## config.mk

```make
export PLATFORM = sky130hd
export DESIGN_NAME = note_scheduler
export DESIGN_NICKNAME = d
export VERILOG_FILES = /design/src/rtl/note_pkg.sv /design/src/rtl/duration_timer.sv /design/src/rtl/note_scheduler.sv
export SDC_FILE = /design/constraint.sdc
export NUM_CORES = 1
export LEC_CHECK = 0
export CAP_MARGIN = 20
export CORE_ASPECT_RATIO = 1.75
export CORE_MARGIN = 4
export CORE_UTILIZATION = 63
export CTS_CLUSTER_SIZE = 12
export DETAILED_ROUTE_END_ITERATION = 7
export PLACE_DENSITY = 0.85
export SKIP_CTS_REPAIR_TIMING = 1
export SYNTH_ARGS = -nofsm -noshare
export SYNTH_HDL_FRONTEND = slang
export SYNTH_SLANG_ARGS = --single-unit
```

## constraint.sdc

```tcl
create_clock -name clk -period 4.2 [get_ports clk]
set_input_delay 0.63 -clock clk [delete_from_list [all_inputs] [get_ports clk]]
set_output_delay 0.63 -clock clk [all_outputs]
set_load 0.01 [all_outputs]
```

## src/rtl/note_pkg.sv

```systemverilog
// note_pkg: note codes, scheduler states and clock constant shared by the note scheduler
package note_pkg;
  localparam logic [2:0] NOTE_A    = 3'd0;
  localparam logic [2:0] NOTE_B    = 3'd1;
  localparam logic [2:0] NOTE_C    = 3'd2;
  localparam logic [2:0] NOTE_D    = 3'd3;
  localparam logic [2:0] NOTE_E    = 3'd4;
  localparam logic [2:0] NOTE_F    = 3'd5;
  localparam logic [2:0] NOTE_G    = 3'd6;
  localparam logic [2:0] NOTE_REST = 3'd7;
  localparam int CLK_HZ = 50_000_000;
  typedef enum logic [1:0] {IDLE, PLAY, GAP} state_e;
endpackage

```

## src/rtl/duration_timer.sv

```systemverilog
// duration_timer: loadable down-counter that holds at zero; zero flags expiry
// ports: load/load_value reload the count, en decrements, zero = count is 0
module duration_timer #(
  parameter int CNT_W = 32
) (
  input  logic             clk,
  input  logic             reset,
  input  logic             load,
  input  logic [CNT_W-1:0] load_value,
  input  logic             en,
  output logic             zero
);
  logic [CNT_W-1:0] count_d, count_q;
  always_comb begin
    count_d = load ? load_value : (en && count_q != '0) ? count_q - 1'b1 : count_q;
  end
  always_ff @(posedge clk) begin
    if (reset) count_q <= '0;
    else count_q <= count_d;
  end
  assign zero = count_q == '0;
endmodule

```

## src/rtl/note_scheduler.sv

```systemverilog
// note_scheduler: arbitrates live strums and song notes onto one tone generator with note/gap timing
// ports: live_valid/live_note strum pulse, song_valid/song_note/song_ready song handshake,
//        note_out registered note code (7 = silence), playing, source (0 live, 1 song), note_done pulse
module note_scheduler
  import note_pkg::*;
#(
  parameter int NOTE_CYCLES = 25_000_000,
  parameter int GAP_CYCLES  = 2_500_000,
  parameter int CNT_W       = 32
) (
  input  logic       clk,
  input  logic       reset,
  input  logic       live_valid,
  input  logic [2:0] live_note,
  input  logic       song_valid,
  input  logic [2:0] song_note,
  output logic       song_ready,
  output logic [2:0] note_out,
  output logic       playing,
  output logic       source,
  output logic       note_done
);
  state_e state_d, state_q;
  logic [2:0] note_d, note_q;
  logic playing_d, playing_q, source_d, source_q, done_d, done_q;
  logic live_acc, song_acc, load, en, zero;
  logic [CNT_W-1:0] load_value;
  duration_timer #(.CNT_W(CNT_W)) u_timer (
    .clk(clk), .reset(reset), .load(load), .load_value(load_value), .en(en), .zero(zero)
  );
  assign live_acc   = live_valid && live_note != NOTE_REST;
  assign song_ready = state_q == IDLE && !live_acc;
  assign song_acc   = song_valid && song_ready;
  always_comb begin
    state_d    = state_q;
    note_d     = note_q;
    source_d   = source_q;
    done_d     = 1'b0;
    load       = 1'b0;
    en         = 1'b0;
    load_value = CNT_W'(NOTE_CYCLES - 1);
    if (live_acc || song_acc) begin
      state_d  = PLAY;
      note_d   = live_acc ? live_note : song_note;
      source_d = !live_acc;
      load     = 1'b1;
    end else if (state_q == PLAY) begin
      if (zero) begin
        done_d     = 1'b1;
        note_d     = NOTE_REST;
        state_d    = GAP_CYCLES > 0 ? GAP : IDLE;
        load       = GAP_CYCLES > 0;
        load_value = CNT_W'(GAP_CYCLES - 1);
      end else en = 1'b1;
    end else if (state_q == GAP) begin
      state_d = zero ? IDLE : GAP;
      en      = !zero;
    end
    playing_d = state_d == PLAY && note_d != NOTE_REST;
  end
  always_ff @(posedge clk) begin
    if (reset) begin
      state_q   <= IDLE;
      note_q    <= NOTE_REST;
      playing_q <= 1'b0;
      source_q  <= 1'b0;
      done_q    <= 1'b0;
    end else begin
      state_q   <= state_d;
      note_q    <= note_d;
      playing_q <= playing_d;
      source_q  <= source_d;
      done_q    <= done_d;
    end
  end
  assign note_out  = note_q;
  assign playing   = playing_q;
  assign source    = source_q;
  assign note_done = done_q;
endmodule

```

==> impl_metrics.tcl <==
set metrics [dict create \
    path_buf_inv 2 \
    start_util_pct 66.29 \
    grt_pass1_wl_mm 11.51 \
    drtAntennaViolNets 0 \
    required_ps 4380 \
    critPathTopFamily "simple AND/OR/NAND/NOR gates" \
    min_period_ps 2933 \
    cp_max_fo 7 \
    final_cells 359 \
    first_global_vias 2453 \
    dr.pass1.iters 4 \
    final.setup_skew_ps 6.523 \
    routed_via_density 7.189 \
    status "complete, no violations" \
    critPathSlowestCell "or4_1" \
    worst_pin_slew_ps 873.9 \
    final_common_cell "dfxtp_1" \
    drive_gt1_share_pct 11.50 \
    rr_worst_depth 8 \
    cp_slowest_stage_delay_ps 660 \
    place_inst 351 \
    cts_root_buffer "clkbuf_8" \
    cts.path.max_buffers 2 \
    synthCells 298 \
    fmax_ghz 0.3410 \
    clk_pin_slew_ps 80 \
    core_area_sq_um 3701 \
    drc 0 \
    routed_wl_mm 6.777 \
    ys_async_sr_fraction_pct 0 \
    die_w_microns 55.18 \
    critPathLaunchType "flip-flop" \
    ys_warn_count 0 \
    crit_arrival_ps 3110 \
    cts.sinks 40 \
    hold_viol_final 0 \
    die_y_microns 90.56 \
    hold_depth 2 \
    port_buffers 16 \
    layout_common_cells "40 x dfxtp_1, 18 x nand3_1, 18 x nor2_1, 18 x a21oi_1, 16 x clkdlybuf4s50_1" \
    max_cap_violations 0 \
    rsz0062_at_grt "false" \
    ys_ff_latch 40 \
    num_vias 2581 \
    synth_flop_cell "dfxtp_1" \
    post_dp_cell_area_sq_um 2660 \
    htreeDepth 2 \
    syn_to_final_growth_pct 12.95 \
    synth_edf_count 0 \
    crit_cells 8 \
    numCtsBuffers 5 \
    io_pins 17 \
    dieArea_sq_um 4996 \
    insertion_delay_ps 300 \
    p_per_area_nw_per_um2 341.1 \
    synth_seq_area_share_pct 32.64 \
    grt_antenna_before_repair 0 \
    path_class "flip-flop to flip-flop" \
    crit_chain "inv_1 > ha_1 > or3b_2 > or4_1 > o31ai_1 > buf_4 > nor4_1 > mux2i_1" \
    syn_area_per_cell_sq_um 8.234 \
    tritoncts "done" \
    final_area_sq_um 2771 \
    diodes 0 \
    syn_area_sq_um 2454 \
    synth_nets 310 \
    synth_area_leaders "dfxtp_1 33%, a21oi_1 3.7%, mux2i_1 3.7%" \
    crit_path_end_kind "flip-flop" \
    p_leak_nw 0.9580 \
    holdCritPathClass "flip-flop to flip-flop" \
    yosysTopAreaCell "dfxtp_1" \
    grtUsageTotal_pct 30.11 \
    dpl.hpwl_mm 4.774 \
    tns_ps 0 \
    ys_types 54 \
    slew-limit-headroom_pct 41.39 \
    setup_viol 0 \
    drtIter0Drc 194 \
    fin_crit_sh_pct 69.82 \
    fp-row-count 29 \
    synth_top_area_share_pct 32.64 \
    grt_max_degree 33 \
    ir_drop_uv 255.9 \
    avgRoutedWirePerCell_microns 18.88 \
    final_nets 324 \
    final_max_slew_viol_count 0 \
    gr-total-overflow 0 \
    gp_congestion 0.9725 \
]
## worst reg2reg max path, cell delays in order (launching register included)
cell	delay, ps
dfxtp_1	340
inv_1	90
ha_1	130
or3b_2	470
or4_1	660
o31ai_1	660
buf_4	260
nor4_1	60
mux2i_1	150
## layer usage
| layer | track usage (%) | vias to the layer above | wire length (microns) |
|---|---|---|---|
| met5 | 0 | - | 0 |
| met4 | 16.43 | 0 | 291 |
| met3 | 5.124 | 27 | 436 |
| met2 | 48.72 | 130 | 3483 |
| met1 | 35.67 | 1215 | 2566 |
| li1 | - | 1209 | - |
## stage by stage
step	power, mW	setup slack, ps	hold slack [ps]	utilization, %
5_1_grt	0.9958	1082	512.0	74.88
3_5_place_dp	0.6325	1201	473.2	71.87
2_1_floorplan	0.5684	1647	447.5	-
3_3_place_gp	0.6274	1195	460.1	71.87
6_report	0.9452	1267	486.6	74.88
4_1_cts	0.9439	1276	487.1	74.88
## path summary, 6_finish.rpt
| path | endpoint | start | slack, ps |
|---|---|---|---|
| setup / recovery | u_timer.count_q[29]$_SDFFE_PP0P_ | u_timer.count_q[0]$_SDFFE_PP0P_ | 1270 |
| hold / removal | u_timer.count_q[29]$_SDFFE_PP0P_ | u_timer.count_q[29]$_SDFFE_PP0P_ | 490 |
| setup reg to reg | u_timer.count_q[29]$_SDFFE_PP0P_ | u_timer.count_q[0]$_SDFFE_PP0P_ | 1270 |
| hold reg to reg | u_timer.count_q[29]$_SDFFE_PP0P_ | u_timer.count_q[29]$_SDFFE_PP0P_ | 490 |
## area by class of cell
type | instances | area [sq um]
tap | 46 | 57.56
multi-input combinational | 235 | 1563
sequential | 40 | 800.8
clock buffer | 5 | 68.82
inverter | 7 | 26.28
fill | 295 | 929.6
timing repair buffer | 23 | 212.7
clock inverter | 3 | 42.54
## kinds of logic (layout without fill, tap and decap cells)
group | Yosys count | in the layout | share of synthesized area, %
AOI/OAI and AO/OA | 83 | 83 | 23.82
xor gates and xnor gates | 1 | 1 | 0.3570
and+or+nand+nor | 139 | 139 | 34.37
DFF | 40 | 40 | 32.64
muxes | 10 | 10 | 4.131
buffers and inverters | 23 | 38 | 3.671
adders and majority gates | 2 | 2 | 1.020
## Yosys cell counts, types with 6 or more instances
cell and instances:
mux2i_1 9, a31oi_1 11, o21ai_0 7, nor2_1 18
a21oi_1 18, nand3b_1 8, nand2_1 9, inv_1 7
nand4_1 6, or3_1 14, clkbuf_1 12, o31ai_1 8
nand3_1 18, nor4_1 11, or4_1 9, dfxtp_1 40
nand2b_1 7, nor3_1 13
## registers in the layout, indices dropped and copies added (netlist names)
register,count
note_done,1
note_out,3
playing,1
source,1
state_q,2
u_timer.count_q,32
## power by group
group / internal [mW] / switching [mW] / total [mW]
Sequential: 0.403 / 0.0275 / 0.431
Combinational: 0.0811 / 0.117 / 0.198
Clock: 0.176 / 0.140 / 0.316
Total: 0.660 / 0.285 / 0.945
Power figures use the tool's default switching activity.
